<file path="src/rtl/bf16_pkg.sv">
// Shared BF16 field widths, constants and pipeline bundles.
// Imported by the adder and multiplier pipelines.
package bf16_pkg;

   localparam int W      = 16;
   localparam int EXP_W  = 8;
   localparam int FRAC_W = 7;
   localparam int SIG_W  = FRAC_W + 1;
   localparam int EXT_W  = SIG_W + 3;
   localparam int SUM_W  = EXT_W + 1;
   localparam int LZC_W  = 4;

   localparam logic [EXP_W-1:0] BIAS    = 8'd127;
   localparam logic [EXP_W-1:0] EXP_MAX = 8'd255;
   localparam logic [W-1:0]     QNAN    = 16'hFFC0;
   localparam logic [W-1:0]     POS_INF = 16'h7F80;

   typedef struct packed {
      logic              sign;
      logic [EXP_W-1:0]  exp;
      logic [FRAC_W-1:0] frac;
   } bf16_t;

   typedef struct packed {
      logic             sign_l;
      logic [EXP_W-1:0] exp_l;
      logic [SIG_W-1:0] sig_l;
      logic             sign_s;
      logic [EXP_W-1:0] exp_s;
      logic [SIG_W-1:0] sig_s;
      logic             special;
      logic [W-1:0]     spec_res;
   } s1_t;

   typedef struct packed {
      logic             sign;
      logic [EXP_W-1:0] exp;
      logic [SUM_W-1:0] sum;
      logic             special;
      logic [W-1:0]     spec_res;
   } s2_t;

endpackage

</file>
<file path="src/rtl/add_3_stage_pipe_bf16_if.sv">
// Operand/result handshake bundle for the BF16 adder pipeline.
// Same result protocol as the multiplier so the two chain directly.
interface add_3_stage_pipe_bf16_if;
   logic [31:0] input_add;
   logic        input_add_stb;
   logic        s_input_add_ack;
   logic [15:0] z;
   logic        s_output_z_stb;

   modport master (
      output input_add, input_add_stb,
      input  s_input_add_ack, z, s_output_z_stb
   );

   modport slave (
      input  input_add, input_add_stb,
      output s_input_add_ack, z, s_output_z_stb
   );
endinterface

</file>
<file path="src/rtl/bf16_lzc.sv">
// Leading-zero count over the 12-bit aligned sum; all-zero gives 12.
module bf16_lzc
   import bf16_pkg::*;
(
   input  logic [SUM_W-1:0] x,
   output logic [LZC_W-1:0] cnt
);
   always_comb begin
      cnt = LZC_W'(SUM_W);
      for (int i = 0; i < SUM_W; i++) begin
         if (x[i]) cnt = LZC_W'(SUM_W - 1 - i);
      end
   end
endmodule

</file>
<file path="src/rtl/add_3_stage_pipe_bf16.sv">
// BF16 adder: input capture, then unpack/swap, align/add, normalize/round.
// Round-to-nearest-even, subnormals flushed to zero on input and output.
module add_3_stage_pipe_bf16
   import bf16_pkg::*;
(
   input logic                     clk,
   input logic                     rst,
   add_3_stage_pipe_bf16_if.slave bus
);
   logic [31:0] in_q;
   logic        in_vld;
   logic        ack_q;
   logic [2:0]  vld;
   s1_t         s1_d, s1_q;
   s2_t         s2_d, s2_q;
   logic [W-1:0] z_d, z_q;

   always_ff @(posedge clk or posedge rst) begin
      if (rst) begin
         in_q   <= '0;
         in_vld <= 1'b0;
         ack_q  <= 1'b0;
         vld    <= '0;
         s1_q   <= '0;
         s2_q   <= '0;
         z_q    <= '0;
      end else begin
         in_q   <= bus.input_add;
         in_vld <= bus.input_add_stb;
         ack_q  <= 1'b1;
         vld    <= {vld[1:0], in_vld};
         s1_q   <= s1_d;
         s2_q   <= s2_d;
         z_q    <= z_d;
      end
   end

   bf16_t a, b, l, s;
   logic  a_zero, b_zero, a_nan, b_nan, a_inf, b_inf, swap;

   always_comb begin
      a      = in_q[31:16];
      b      = in_q[15:0];
      a_zero = (a.exp == '0);
      b_zero = (b.exp == '0);
      a_nan  = (a.exp == EXP_MAX) && (a.frac != '0);
      b_nan  = (b.exp == EXP_MAX) && (b.frac != '0);
      a_inf  = (a.exp == EXP_MAX) && (a.frac == '0);
      b_inf  = (b.exp == EXP_MAX) && (b.frac == '0);
      // Subnormal fractions are ignored so they never win the swap.
      swap = (b_zero ? 15'd0 : {b.exp, b.frac}) >
             (a_zero ? 15'd0 : {a.exp, a.frac});
      l = swap ? b : a;
      s = swap ? a : b;
      s1_d          = '0;
      s1_d.sign_l   = l.sign;
      s1_d.exp_l    = l.exp;
      s1_d.sig_l    = {1'b1, l.frac};
      s1_d.sign_s   = s.sign;
      s1_d.exp_s    = s.exp;
      s1_d.sig_s    = {1'b1, s.frac};
      s1_d.special  = 1'b1;
      if (a_nan || b_nan)      s1_d.spec_res = QNAN;
      else if (a_inf && b_inf) s1_d.spec_res = (a.sign == b.sign) ? a : QNAN;
      else if (a_inf)          s1_d.spec_res = a;
      else if (b_inf)          s1_d.spec_res = b;
      else if (a_zero && b_zero)
         s1_d.spec_res = {a.sign & b.sign, 15'd0};
      else if (a_zero)         s1_d.spec_res = b;
      else if (b_zero)         s1_d.spec_res = a;
      else                     s1_d.special  = 1'b0;
   end

   logic [EXP_W-1:0] d;
   logic [EXT_W-1:0] la, sa_full, sa;

   always_comb begin
      d       = s1_q.exp_l - s1_q.exp_s;
      la      = {s1_q.sig_l, 3'b000};
      sa_full = {s1_q.sig_s, 3'b000};
      if (d >= EXP_W'(EXT_W)) begin
         sa = EXT_W'(1);
      end else begin
         sa    = sa_full >> d;
         sa[0] = sa[0] | (|(sa_full & ~(11'h7FF << d)));
      end
      s2_d          = '0;
      s2_d.sign     = s1_q.sign_l;
      s2_d.exp      = s1_q.exp_l;
      s2_d.special  = s1_q.special;
      s2_d.spec_res = s1_q.spec_res;
      if (s1_q.sign_l == s1_q.sign_s) s2_d.sum = {1'b0, la} + {1'b0, sa};
      else                            s2_d.sum = {1'b0, la} - {1'b0, sa};
   end

   logic [LZC_W-1:0]  lz;
   logic [SUM_W-1:0]  norm;
   logic signed [9:0] e, e_f;
   logic              inc;
   logic [SIG_W:0]    rnd;

   bf16_lzc u_lzc (.x(s2_q.sum), .cnt(lz));

   always_comb begin
      // Leading one lands on bit 11; a carry needs no shift, hence exp+1-lz.
      norm = s2_q.sum << lz;
      e    = $signed({2'b00, s2_q.exp}) + 10'sd1 - $signed({6'd0, lz});
      inc  = norm[3] & (norm[2] | norm[1] | norm[0] | norm[4]);
      rnd  = {1'b0, norm[11:4]} + {{SIG_W{1'b0}}, inc};
      e_f  = rnd[SIG_W] ? e + 10'sd1 : e;
      z_d  = {s2_q.sign, e_f[7:0], rnd[6:0]};
      if (s2_q.special)          z_d = s2_q.spec_res;
      else if (s2_q.sum == '0)   z_d = '0;
      else if (e_f >= 10'sd255)  z_d = {s2_q.sign, POS_INF[14:0]};
      else if (e_f <= 10'sd0)    z_d = {s2_q.sign, 15'd0};
   end

   assign bus.z               = z_q;
   assign bus.s_output_z_stb  = vld[2];
   assign bus.s_input_add_ack = ack_q;

endmodule
</file>
<file path="src/flat_wrapper.sv">
// flat-port wrapper written by rule: the top's interface ports become plain ports
module add_3_stage_pipe_bf16_flat import bf16_pkg::*;
  (clk, rst, bus_input_add, bus_input_add_stb, bus_s_input_add_ack, bus_z, bus_s_output_z_stb);
  add_3_stage_pipe_bf16_if bus_i ();
  input logic clk;
  input logic rst;
  input wire logic [$bits(bus_i.input_add)-1:0] bus_input_add;
  input wire logic [$bits(bus_i.input_add_stb)-1:0] bus_input_add_stb;
  output wire logic [$bits(bus_i.s_input_add_ack)-1:0] bus_s_input_add_ack;
  output wire logic [$bits(bus_i.z)-1:0] bus_z;
  output wire logic [$bits(bus_i.s_output_z_stb)-1:0] bus_s_output_z_stb;
  assign bus_i.input_add = bus_input_add;
  assign bus_i.input_add_stb = bus_input_add_stb;
  assign bus_s_input_add_ack = bus_i.s_input_add_ack;
  assign bus_z = bus_i.z;
  assign bus_s_output_z_stb = bus_i.s_output_z_stb;
  add_3_stage_pipe_bf16 u_core (.clk(clk), .rst(rst), .bus(bus_i));
endmodule
</file>
<file path="config.mk">
export PLATFORM = sky130hd
export DESIGN_NAME = add_3_stage_pipe_bf16_flat
export DESIGN_NICKNAME = d
export VERILOG_FILES = /design/src/rtl/bf16_pkg.sv /design/src/rtl/add_3_stage_pipe_bf16_if.sv /design/src/rtl/bf16_lzc.sv /design/src/rtl/add_3_stage_pipe_bf16.sv /design/src/flat_wrapper.sv
export SDC_FILE = /design/constraint.sdc
export NUM_CORES = 1
export LEC_CHECK = 0
export ABC_AREA = 1
export CAP_MARGIN = 15
export CORE_UTILIZATION = 24
export DETAILED_ROUTE_END_ITERATION = 7
export GPL_TIMING_DRIVEN = 0
export HOLD_SLACK_MARGIN = 0.05
export PLACE_DENSITY = 0.5
export SETUP_SLACK_MARGIN = 0.4
export SLEW_MARGIN = 20
export SYNTH_ARGS = -nofsm -noshare
export SYNTH_HDL_FRONTEND = slang
export SYNTH_SLANG_ARGS = --single-unit
</file>
<file path="constraint.sdc">
create_clock -name clk -period 6.1 [get_ports clk]
set_clock_uncertainty 0.2 [all_clocks]
set_input_delay 1.22 -clock clk [delete_from_list [all_inputs] [get_ports clk]]
set_output_delay 1.22 -clock clk [all_outputs]
set_load 0.01 [all_outputs]
</file>
==> flow_summary.ini <==
[cts]
numCtsBuffers = 17
clockBufferDepth = 2
post_cts_buffers = 0
insertion_delay_ps = 430
post_cts_resized = 0
cts.sinks = 140
root_buffer = clkbuf_16
cts_hold_buf = 0
cts_tree = built
clkTransAtPathRegs_ps = 70
htreeDepth = 4

[worst_setup_path]
endpoint_kind = flip-flop
crit_fanout = 10
critPathArrivalTime_ps = 5220
r2r_cells = 26
cpMaxStageDelayCell = dfrtp_1
reg2reg_to = u_core.s2_q[28]
start_kind = flip-flop
worstPathRequired_ps = 6240
worst-r2r-setup-slack_ps = 1020
reg2reg_from = u_core.s1_q[42]
cpPeakStageDelay_ps = 400
worst-setup-path-type = reg2reg

[grt]
grt_max_degree = 82
grt_pass1_vias = 7076
grtUsageTotal_pct = 12.6
grt_overflow_total = 0
grt_pass1_wl_mm = 35.6
antenna_found_initial = 0

[die]
dieHeight_um = 187
num_rows = 67
die_w_um = 187
core-area_mm2 = 0.0336
io_pins = 53
start_util_pct = 24.5
die_area_mm2 = 0.0350

[synth]
synth-simple-area-share_pct = 27.4
async_reset_ff_share_pct = 100
ys_types = 51
ys_warn_count = 0
yosys.area.top_type = dfrtp_1
synth_compound_area_share_pct = 10.4
synth_xor_area_share_pct = 3.30
synth_top_family_by_area = simple AND/OR/NAND/NOR gates
synthFlopType = dfrtp_1
synth.avg_cell_area_um2 = 7.89
yosysTopAreaCellShare_pct = 42.6
syn_inst = 1043
synth_edf_count = 0
synthMuxAreaShare_pct = 0
ys_ff_latch = 140
syn_area_mm2 = 0.00823
synthTopCellsByArea = dfrtp_1, nand2_1, ha_1
synth-adder-area-share_pct = 8.18
synth_seq_area_share_pct = 42.6
syn-num-nets = 1130

[sta]
drv_slew = 0
hold_viol_final = 0
slew_headroom_pct = 45.5
whs_ps = 147
worst_slack_ps = 1020
min_period_over_period_pct = 83.3
fmax_mhz = 197
worstMarginPinSlew_ps = 815
finalSetupViolCount = 0
fin_crit_ps = 5080
rsz0062_at_grt = no

[route]
drt-total-wl_mm = 21.1
highest_layer = met4
met2WireLength_mm = 10.1
wl_met1_mm = 9.80
drt-vias-per-instance = 4.45
wl_met3_um = 753
ant_nets = 0
drtIter0Drc = 412
dr.pass1.iters = 5
drc = 0
vias = 7013
post_drt_wl_per_cell_um = 13.4

[cells_and_area]
diodes = 0
area_delta_synth_final_pct = 21.0
drive_gt1_share_pct = 7.88
nets = 1203
fin_util_pct = 29.6
nFillCells = 3548

[hold_path]
hp-start = u_core.s1_q[3]
hp-class = reg2reg
min_to = u_core.s2_q[3]
hold_depth = 0

[run]
cap_violations = 0

[power_and_ir_drop]
power_density_mw_per_mm2 = 393
p_leak_uw = 0.00478
peakVddDrop_mv = 0.195
power_uw = 3920

[status]
status = completed

[placement]
place_congestion = 0.882
post-place-ws_ps = 1010
hpwl_mm = 16.5
port_buffers = 52
## where the power goes
part           internal [µW]  switching, µW
registers               1060           73.1
clock network            587            462
logic                    639           1100
## cell usage after synthesis, types with 2 or more instances
| cell | number |
|---|---|
| a21oi_2 | 2 |
| nor3_2 | 2 |
| or2_2 | 5 |
| xnor2_1 | 10 |
| nor4_1 | 12 |
| nor2_4 | 3 |
| o221ai_1 | 7 |
| o22ai_1 | 2 |
| dfrtp_1 | 140 |
| nand2_1 | 231 |
| o21ai_0 | 56 |
| o211ai_1 | 2 |
| a21oi_1 | 44 |
| nand3_1 | 86 |
| fa_1 | 3 |
| a211oi_1 | 3 |
| buf_2 | 2 |
| clkbuf_1 | 23 |
| a31oi_1 | 3 |
| a311oi_1 | 2 |
| o311ai_0 | 2 |
| ha_1 | 49 |
| inv_2 | 12 |
| nand3b_1 | 2 |
| buf_6 | 2 |
| clkinv_1 | 5 |
| nand4_1 | 24 |
| nor2_1 | 99 |
| nand3_4 | 2 |
| o31ai_1 | 4 |
| xor2_1 | 21 |
| o21a_1 | 2 |
| o21bai_1 | 3 |
| o21ai_1 | 5 |
| nand3_2 | 3 |
| nand2_2 | 15 |
| nor3_1 | 11 |
| nand2_4 | 3 |
| inv_1 | 128 |
| a21o_1 | 2 |
## cells in the final DEF, fill, tap and decap left out, drive strengths merged, types with 4 or more instances in the layout
cell           netlist  routed
clkinv               5       9
clkdlybuf4s50        0      52
nor3                13      13
xor2                21      21
clkbuf              23      40
nor2               103     103
o21ai               61      61
dfrtp              140     140
a21oi               46      46
nand3               91      91
buf                  5       7
o31ai                4       4
nand4               24      24
inv                140     150
nand2              249     249
or2                  5       5
xnor2               10      10
o221ai               7       7
ha                  49      49
nor4                12      12
## layer usage
metal  vias up  track usage [%]
met4         0             4.60
met5         -                0
li1       3554                -
met2       170             21.5
met1      3261             15.9
met3        28             2.12
## worst max-delay path by stage
| stage | start | end | slack, ps | cells after the start |
|---|---|---|---|---|
| after global routing | u_core.s1_q[42] | u_core.s2_q[28] | 570 | 26 |
| after floorplan | rst | u_core.bus.s_input_add_ack | 930 | 1 |
| after detailed placement | u_core.s1_q[42] | u_core.s2_q[28] | 1010 | 26 |
| after CTS | u_core.s1_q[42] | u_core.s2_q[28] | 1010 | 26 |
| final | u_core.s1_q[42] | u_core.s2_q[28] | 1020 | 26 |
| after global placement | rst | u_core.bus.z[10] | -1060 | 2 |
## worst max-delay path: cells and delay by family (launching register included)
| family | cells | cell delay (ps) |
|---|---|---|
| compound gates | 9 | 1540 |
| fa+ha+maj | 4 | 1150 |
| buf+inv | 4 | 440 |
| simple gates | 8 | 1100 |
| flops | 1 | 400 |
| xor+xnor | 1 | 160 |
## kinds of logic after synthesis
family | after synthesis
buffers and inverters | 173
DFF | 140
xor gates and xnor gates | 31
AOI/OAI and AO/OA | 146
adders and majority gates | 52
other | 1
and+or+nand+nor | 500
## flip-flops by register name (all words and copies together) (netlist names)
signal / flops
u_core.bus.s_input_add_ack: 1
u_core.bus.z: 16
u_core.in_q: 32
u_core.in_vld: 1
u_core.la: 7
u_core.s1_q: 42
u_core.s2_q: 38
u_core.vld: 3
## layout make-up
class	instances	area [µm²]	area share, %
inverter	145	552	5.54
multi-input combinational	730	4060	40.8
timing repair buffer	54	553	5.55
clock inverter	15	174	1.75
buffer	28	126	1.27
sequential	140	3500	35.2
tap	448	561	5.63
clock buffer	17	425	4.27
## through the flow
stage | instance area, µm² | std cells | TNS [ps]
finish | 9960 | 1577 | 0
global route | 9960 | 1577 | 0
CTS | 9960 | 1577 | 0
detailed placement | 9360 | 1545 | 0
global placement | 9310 | 1543 | -147270
floorplan | 8230 | 1043 | 0
Power figures use the tool's default switching activity.
